`src/rtl/issue_scoreboard.sv`:
```
// Register-dependency scoreboard between decode and execute.
// Tracks how many writes are in flight to each architectural register and
// stalls decode on read-after-write, full per-register write slots, or a
// full machine-wide in-flight budget. Register 0 is never tracked.
module issue_scoreboard #(
    parameter int NUM_REGS       = 32,
    parameter int REG_ADDR_WIDTH = 5,
    parameter int CNT_WIDTH      = 2,
    parameter int MAX_INFLIGHT   = 4,
    parameter int TOT_WIDTH      = 3
) (
    input  logic                      clk,
    input  logic                      reset,
    input  logic                      dec_valid,
    input  logic [REG_ADDR_WIDTH-1:0] rs1,
    input  logic                      rs1_valid,
    input  logic [REG_ADDR_WIDTH-1:0] rs2,
    input  logic                      rs2_valid,
    input  logic [REG_ADDR_WIDTH-1:0] rd,
    input  logic                      rd_valid,
    input  logic                      wb_valid,
    input  logic [REG_ADDR_WIDTH-1:0] wb_rd,
    input  logic                      flush,
    output logic                      hazard_stall,
    output logic                      issue_fire,
    output logic [NUM_REGS-1:0]       busy_vec,
    output logic [TOT_WIDTH-1:0]      inflight,
    output logic                      wb_err
);

    localparam logic [CNT_WIDTH-1:0] CNT_MAX = '1;
    localparam logic [TOT_WIDTH-1:0] TOT_MAX = TOT_WIDTH'(MAX_INFLIGHT);

    logic [CNT_WIDTH-1:0] cnt_q [NUM_REGS];
    logic [CNT_WIDTH-1:0] cnt_d [NUM_REGS];
    logic [TOT_WIDTH-1:0] inflight_q;
    logic [TOT_WIDTH-1:0] inflight_d;
    logic                 wb_err_q;
    logic                 wb_err_d;

    logic raw1;
    logic raw2;
    logic waw_full;
    logic tot_full;
    logic alloc;
    logic wb_hit;
    logic release_wb;
    logic bad_wb;

    // Hazard detection looks only at registered state, so a same-cycle writeback never unblocks.
    always_comb begin
        raw1     = rs1_valid && (rs1 != '0) && (cnt_q[rs1] != '0);
        raw2     = rs2_valid && (rs2 != '0) && (cnt_q[rs2] != '0);
        waw_full = rd_valid && (rd != '0) && (cnt_q[rd] == CNT_MAX);
        tot_full = rd_valid && (rd != '0) && (inflight_q == TOT_MAX);

        hazard_stall = dec_valid && !flush && (raw1 || raw2 || waw_full || tot_full);
        issue_fire   = dec_valid && !flush && !hazard_stall;

        alloc      = issue_fire && rd_valid && (rd != '0);
        wb_hit     = wb_valid && !flush && (wb_rd != '0);
        release_wb = wb_hit && (cnt_q[wb_rd] != '0);
        bad_wb     = wb_hit && (cnt_q[wb_rd] == '0);
    end

    // Per-register counter next state: allocate and release on the same register cancel out.
    always_comb begin
        for (int i = 0; i < NUM_REGS; i++) begin
            cnt_d[i] = cnt_q[i];
            if (flush) begin
                cnt_d[i] = '0;
            end else begin
                if (alloc && (rd == REG_ADDR_WIDTH'(i)) &&
                    !(release_wb && (wb_rd == REG_ADDR_WIDTH'(i)))) begin
                    cnt_d[i] = cnt_q[i] + CNT_WIDTH'(1);
                end else if (release_wb && (wb_rd == REG_ADDR_WIDTH'(i)) &&
                             !(alloc && (rd == REG_ADDR_WIDTH'(i)))) begin
                    cnt_d[i] = cnt_q[i] - CNT_WIDTH'(1);
                end
            end
        end
    end

    // Total in-flight count moves by the net of allocate and release; errors are sticky.
    always_comb begin
        inflight_d = inflight_q;
        if (flush) begin
            inflight_d = '0;
        end else if (alloc && !release_wb) begin
            inflight_d = inflight_q + TOT_WIDTH'(1);
        end else if (release_wb && !alloc) begin
            inflight_d = inflight_q - TOT_WIDTH'(1);
        end
        wb_err_d = wb_err_q || bad_wb;
    end

    // State registers, cleared immediately by the active-low asynchronous reset.
    always_ff @(posedge clk or negedge reset) begin
        if (!reset) begin
            for (int i = 0; i < NUM_REGS; i++) begin
                cnt_q[i] <= '0;
            end
            inflight_q <= '0;
            wb_err_q   <= 1'b0;
        end else begin
            for (int i = 0; i < NUM_REGS; i++) begin
                cnt_q[i] <= cnt_d[i];
            end
            inflight_q <= inflight_d;
            wb_err_q   <= wb_err_d;
        end
    end

    // Busy bits are a direct view of the counter flops.
    always_comb begin
        for (int i = 0; i < NUM_REGS; i++) begin
            busy_vec[i] = (cnt_q[i] != '0);
        end
    end

    assign inflight = inflight_q;
    assign wb_err   = wb_err_q;

endmodule

```
`config.mk`:
```
export PLATFORM = sky130hd
export DESIGN_NAME = issue_scoreboard
export DESIGN_NICKNAME = d
export VERILOG_FILES = /design/src/rtl/issue_scoreboard.sv
export SDC_FILE = /design/constraint.sdc
export NUM_CORES = 1
export LEC_CHECK = 0
export ABC_AREA = 1
export BUFFER_PORTS_ARGS = -buffer_cell sky130_fd_sc_hd__buf_2
export CORE_AREA = 2 2 127 129
export CTS_BUF_LIST = sky130_fd_sc_hd__clkbuf_16
export DETAILED_ROUTE_END_ITERATION = 8
export DIE_AREA = 0 0 129 131
export PLACE_DENSITY_LB_ADDON = 0.15
export SYNTH_ARGS = -nofsm -noshare
export SYNTH_HDL_FRONTEND = slang
export SYNTH_SLANG_ARGS = --single-unit
```
`constraint.sdc`:
```
create_clock -name clk -period 4.4 [get_ports clk]
set_input_delay 0.22 -clock clk [delete_from_list [all_inputs] [get_ports clk]]
set_output_delay 0.22 -clock clk [all_outputs]
set_load 0.01 [all_outputs]
```
== Word level (Yosys, flattened, before mapping) ==
Cells that the tools add are included.
W data, S select, Z words.

* Bits in registers: 68
* Input port bits: 28
* Output and inout bits: 38
* Logic and storage cells: 576

* $add $sub $neg: 66
* $lt $le $gt $ge: 4
* Eq/ne operators: 64
* Mux-type cells: 111
* Bitwise logic cells: 4
* Reduce and logical (&&, ||, !) cells: 293

{| class="wikitable"
|+ Operator list
! operator !! number
|-
| $mux W2 || 104
|-
| $eq A5 B5 Y1 const B || 32
|-
| $logic_and A1 B1 Y1 || 146
|-
| $reduce_bool A3 Y1 || 33
|-
| $eq A5 B4 Y1 const B || 16
|-
| $reduce_bool A2 Y1 || 35
|-
| $logic_not A1 Y1 || 68
|-
| $add A2 B1 Y2 const B || 32
|-
| $sub A2 B1 Y2 const B || 32
|-
| $bmux W2 S5 || 4
|-
| $eq A5 B3 Y1 const B || 8
|-
| $ge A6 B6 Y1 const B || 4
|-
| $not A5 Y6 || 4
|-
| $eq A5 B2 Y1 const B || 4
|-
| $reduce_bool A5 Y1 || 4
|-
| $eq A5 B1 Y1 const B || 2
|-
| $logic_not A5 Y1 || 2
|-
| $mux W3 || 3
|-
| $logic_or A1 B1 Y1 || 4
|-
| $add A3 B1 Y3 const B || 1
|-
| $eq A3 B3 Y1 const B || 1
|-
| $sub A3 B1 Y3 const B || 1
|-
| $eq A2 B2 Y1 const B || 1
|-
| $logic_not A2 Y1 || 1
|}

== Longest topological paths before layout ==
* Depth in word-level cells: 20
* Mapped depth: 22
* Gate-level depth less buffers: 21

== Least setup slack after synthesis ==
OpenSTA, ideal clock, no wires.

* Path type: flip-flop to flip-flop
* Start: register cnt_q[24] in the netlist's numbering
* End: register inflight_q[1] (netlist: inflight[1])
* Setup time: 0.083 ns
* Arrival: 2.338 ns
* Path slack: 1.979 ns
* Stages on the path, launching flop included: 14
* Buffers on the path: 2
* Cell sequence: dfrtp_1 or2_1 clkbuf_1 a22o_1 o21ai_1 nand4_1 o21ai_1 nor2_4 buf_2 nor2_1 fa_1 nor2_1 nand2_1 o21ai_0

* Cells in the longest elaborated chain, start to end: 16
* Elaborated cells on any way between the ends: 35
* Those cells by class: 1 x eq/ne; 14 x mux; 20 x reduce/logical

{| class="wikitable"
|+ Ends and longest elaborated chain
! item !! RTL line !! RTL
|-
| start: declaration || 34 || <nowiki>logic [CNT_WIDTH-1:0] cnt_q [NUM_REGS];</nowiki>
|-
| start signal: indexed assignment || 107 || <nowiki>cnt_q[i] <= cnt_d[i];</nowiki>
|-
| $bmux W2 S5 (on tied branches) || 52, 53 ||
|-
| $mux W2 (on tied branches) (2 in a row) || 52, 53 ||
|-
| $reduce_bool A2 Y1 (on tied branches) || 52, 53 ||
|-
| $logic_and A1 B1 Y1 (on tied branches) || 52, 53 ||
|-
| $logic_or A1 B1 Y1 (3 in a row) || 57 || <nowiki>hazard_stall = dec_valid && !flush && (raw1 || raw2 || waw_full || tot_full);</nowiki>
|-
| $logic_and A1 B1 Y1 || 57 ||
|-
| $logic_not A1 Y1 || 58 || <nowiki>issue_fire = dec_valid && !flush && !hazard_stall;</nowiki>
|-
| $logic_and A1 B1 Y1 || 58 ||
|-
| $logic_and A1 B1 Y1 (2 in a row) || 60 || <nowiki>alloc = issue_fire && rd_valid && (rd != '0);</nowiki>
|-
| $logic_and A1 B1 Y1 or $logic_not A1 Y1 (tied branches) || 89, 91 ||
|-
| $mux W3 or $logic_and A1 B1 Y1 (tied branches) || 89, 91 ||
|-
| $mux W3 or $reduce_bool A3 Y1 (tied branches) || n/a ||
|-
| end signal: assignment || 109 || <nowiki>inflight_q <= inflight_d;</nowiki>
|-
| end: declaration || 36 || <nowiki>logic [TOT_WIDTH-1:0] inflight_q;</nowiki>
|}

Several ways; a longest one is shown, not always the timed one. The select of a mux whose other input is x is not followed.
A chain may end at the register's enable or synchronous reset.

== Worst setup path after layout ==
* Start: register cnt_q[2] in the netlist's numbering
* End: register cnt_q[40] in the netlist's numbering

* Cells in the longest elaborated chain, start to end: 17
* Elaborated cells on any way between the ends: 37
* Those cells by class: 1 x eq/ne; 14 x mux; 22 x reduce/logical

{| class="wikitable"
|+ Ends and longest elaborated chain
! item !! RTL line
|-
| $bmux W2 S5 (on tied branches) || 52, 53
|-
| $mux W2 (on tied branches) (2 in a row) || 52, 53
|-
| $reduce_bool A2 Y1 (on tied branches) || 52, 53
|-
| $logic_and A1 B1 Y1 (on tied branches) || 52, 53
|-
| $logic_or A1 B1 Y1 (3 in a row) || 57
|-
| $logic_and A1 B1 Y1 || 57
|-
| $logic_not A1 Y1 || 58
|-
| $logic_and A1 B1 Y1 || 58
|-
| $logic_and A1 B1 Y1 (2 in a row) || 60
|-
| $logic_and A1 B1 Y1 || 73, 77
|-
| $logic_and A1 B1 Y1 or $logic_not A1 Y1 (tied branches) || 73, 77
|-
| $mux W2 or $logic_and A1 B1 Y1 (tied branches) || 73, 76
|-
| $mux W2 or $reduce_bool A3 Y1 (tied branches) || n/a
|}

Several ways; a longest one is shown, not always the timed one. The select of a mux whose other input is x is not followed.

==> flow_metrics.tcl <==
set metrics [dict create \
    criticalPathCategory "reg2reg" \
    r2r_slack_ns 1.02 \
    h-tree-depth 3 \
    cts_root_buffer "clkbuf_16" \
    synth_common_cells "nand2_1 (499), nand3_1 (140), inv_1 (137), nor2_1 (121), nand4_1 (88)" \
    startpoint "cnt_q[2]" \
    pre_cts_slack_ns 0.7896 \
    grt_max_degree 102 \
    cts_resized 0 \
    worst_slew_pin_slew_ns 1.028 \
    cap_violations 0 \
    synth_edf_count 0 \
    critPathBufInv 2 \
    start_util_pct 44.17 \
    async_reset_ff_share_pct 100.0 \
    insertion_delay_ns 0.36 \
    io_buffers 65 \
    cts_made_buffers 9 \
    layout_min_cycle_time_ns 3.381 \
    critPathTopFamily "simple AND/OR/NAND/NOR gates" \
    cp-start-kind "flip-flop" \
    ys_seq_area_share_pct 24.70 \
    fmaxAchievable_mhz 295.8 \
    diodes 0 \
    syn-num-nets 1267 \
    clk_pin_slew_ns 0.06 \
    cp_max_fo 30 \
    gp_congestion 0.9725 \
    coreArea_sq_um 15600 \
    arrival_ns 3.62 \
    clockBufferDepth 2 \
    syn_avg_cell_area_sq_um 5.565 \
    drv_slew 0 \
    cts.sinks 68 \
    critPathMostFrequentCell "nand2_1" \
    synth-main-ff-cell "dfrtp_1" \
    die_h_um 131 \
    cp_slowest_stage_delay_ns 0.58 \
    netlist.area_leader.share_pct 27.19 \
    grt_pass1_wl_um 40100 \
    area_delta_synth_final_pct 10.23 \
    post_cts_buffers 0 \
    synth_top_cells_by_area "nand2_1 (27%), dfrtp_1 (25%), nand3_1 (10%), nand4_1 (8.0%), inv_1 (7.5%)" \
    dpl.hpwl_um 18530 \
    dieArea_sq_um 16900 \
    worst_r2r_startpoint "cnt_q[2]" \
    ant_nets 0 \
    ys_warn_count 0 \
    setup_violations 0 \
    cp_slowest_cell "nor2_4" \
    worstPathCellList "nor2_1 -> inv_1 -> nand2_1 -> nand3_1 -> nand3_1 -> nand2_1 -> nand2_1 -> nand3_1 -> nand3_1 -> nand4_2 -> nor2_4 -> buf_4 -> nand2_1 -> nand2_1 -> nand3_1 -> nand2_1 -> nand2_1" \
    cp.depth 17 \
    drive_gt1_share_pct 9.091 \
    dr.pass1.iters 5 \
    r2r-end "cnt_q[40]" \
    nets 1301 \
    power.leakage_nw 4.064 \
    setup_ws_ns 1.019 \
    dr_total_vias 8214 \
    tns_ns 0 \
    power_density_nw_per_um2 286.7 \
    rows 46 \
    max_slew_margin_pct 31.44 \
    ys_seq_elements 68 \
    gr-usage-all-layers_pct 30.90 \
    synthesis.area_sq_um 6889 \
    drc 0 \
    status "completed" \
    grt_pass1_vias 7342 \
    r2r_cells 17 \
    fin_worst_skew_ns 0.008588 \
    ys_types 31 \
    endpoint_kind "flip-flop" \
    drt_iter0_markers 926 \
    avgRoutedWirePerCell_um 16.89 \
    die_w_um 129 \
    grt_overflow 0 \
    irDropWorstVdd_v 0.0001857 \
    antenna_found_initial 0 \
    finalHoldViolations 0 \
    synth_top_area_cell "nand2_1" \
    cts_tree "built" \
    wl_um 25200 \
    ios 66 \
    fin_crit_sh_pct 76.83 \
    rsz0062_at_grt "false" \
    hold_buffers 0 \
    yosysMostFrequentCell "nand2_1" \
    drt-vias-per-instance 5.505 \
    worstSetupEndpoint "cnt_q[40]" \
    cp_data_required_time_ns 4.64 \
    hp-class "in2async" \
    syn_inst 1238 \
]
[sequential cells by signal, summed over array words and instances (netlist names)]
name / cells
cnt_q: 64
inflight: 3
wb_err: 1
[where the power goes]
part	switching [mW]	total (mW)	internal, mW
sequential	0.0818	0.765	0.683
clock	0.287	0.713	0.425
combinational	0.486	0.700	0.213
[cell usage in the layout, fill, tap and decap left out, types with 2 or more instances in the layout]
master	count
clkinv_1	9
o22ai_1	5
nand3b_1	8
a22oi_1	4
nor2_2	4
a21oi_1	4
inv_1	138
o211ai_1	12
clkbuf_16	9
and3_1	2
nand4_1	88
nor3_1	9
or2_1	3
nand2_1	499
nor2_4	3
nand3_2	14
nand3_1	140
o21ai_1	28
buf_2	64
o21ai_0	19
buf_4	12
dfrtp_1	68
inv_2	8
nor2_1	120
[worst reg2reg max path: stages (launching register included)]
cell     delay (ns)
dfrtp_1        0.43
nor2_1         0.34
inv_1          0.23
nand2_1        0.10
nand3_1        0.07
nand3_1        0.08
nand2_1        0.09
nand2_1        0.07
nand3_1        0.08
nand3_1        0.17
nand4_2        0.17
nor2_4         0.58
buf_4          0.41
nand2_1        0.12
nand2_1        0.12
nand3_1        0.07
nand2_1        0.10
nand2_1        0.05
[logic make-up after synthesis]
logic type	synth area share, %
adders and majority gates	0.2906
DFF	24.70
AOI/OAI and AO/OA	6.139
and+or+nand+nor	56.83
buffers and inverters	11.91
xor gates and xnor gates	0.1272
[layout make-up]
class                      instances  area (sq um)
tap                              216         270.3
multi-input combinational        967          4374
clock inverter                     6         48.80
timing repair buffer              76         410.4
inverter                         150         563.0
fill                            1727          8004
clock buffer                       9         225.2
sequential                        68          1702
[how the worst min path moves through the flow]
stage	slack, ns	to	startpoint	cells past startpoint
global route	0.10	cnt_q[63]	reset	1
finish	0.01	cnt_q[63]	reset	1
CTS	0.06	cnt_q[42]	reset	1
global placement	0.42	cnt_q[38]	reset	1
floorplan	-0.08	cnt_q[0]	reset	0
detailed placement	0.42	cnt_q[36]	reset	1
[per-stage QoR]
stage | utilization, % | power [mW] | hold slack [ns] | std cells | instance area (sq um)
CTS | 48.68 | 2.176 | 0.05815 | 1492 | 7594
global route | 48.68 | 2.305 | 0.1025 | 1492 | 7594
detailed placement | 46.93 | 1.463 | 0.4205 | 1477 | 7320
global placement | 46.93 | 1.458 | 0.4228 | 1477 | 7320
floorplan | - | 1.211 | -0.07559 | 1238 | 6889
finish | 48.68 | 2.177 | 0.01196 | 1492 | 7594
[per-layer routing]
layer / vias to the layer above / track usage [%] / routed length, um
met1: 3706 / 42.17 / 10950
met3: 77 / 4.479 / 1876
met4: 0 / 18.48 / 1479
met5: - / 0 / 0
met2: 374 / 46.47 / 10900
li1: 4057 / - / -
No activity file was read; power rests on OpenSTA's default activity.
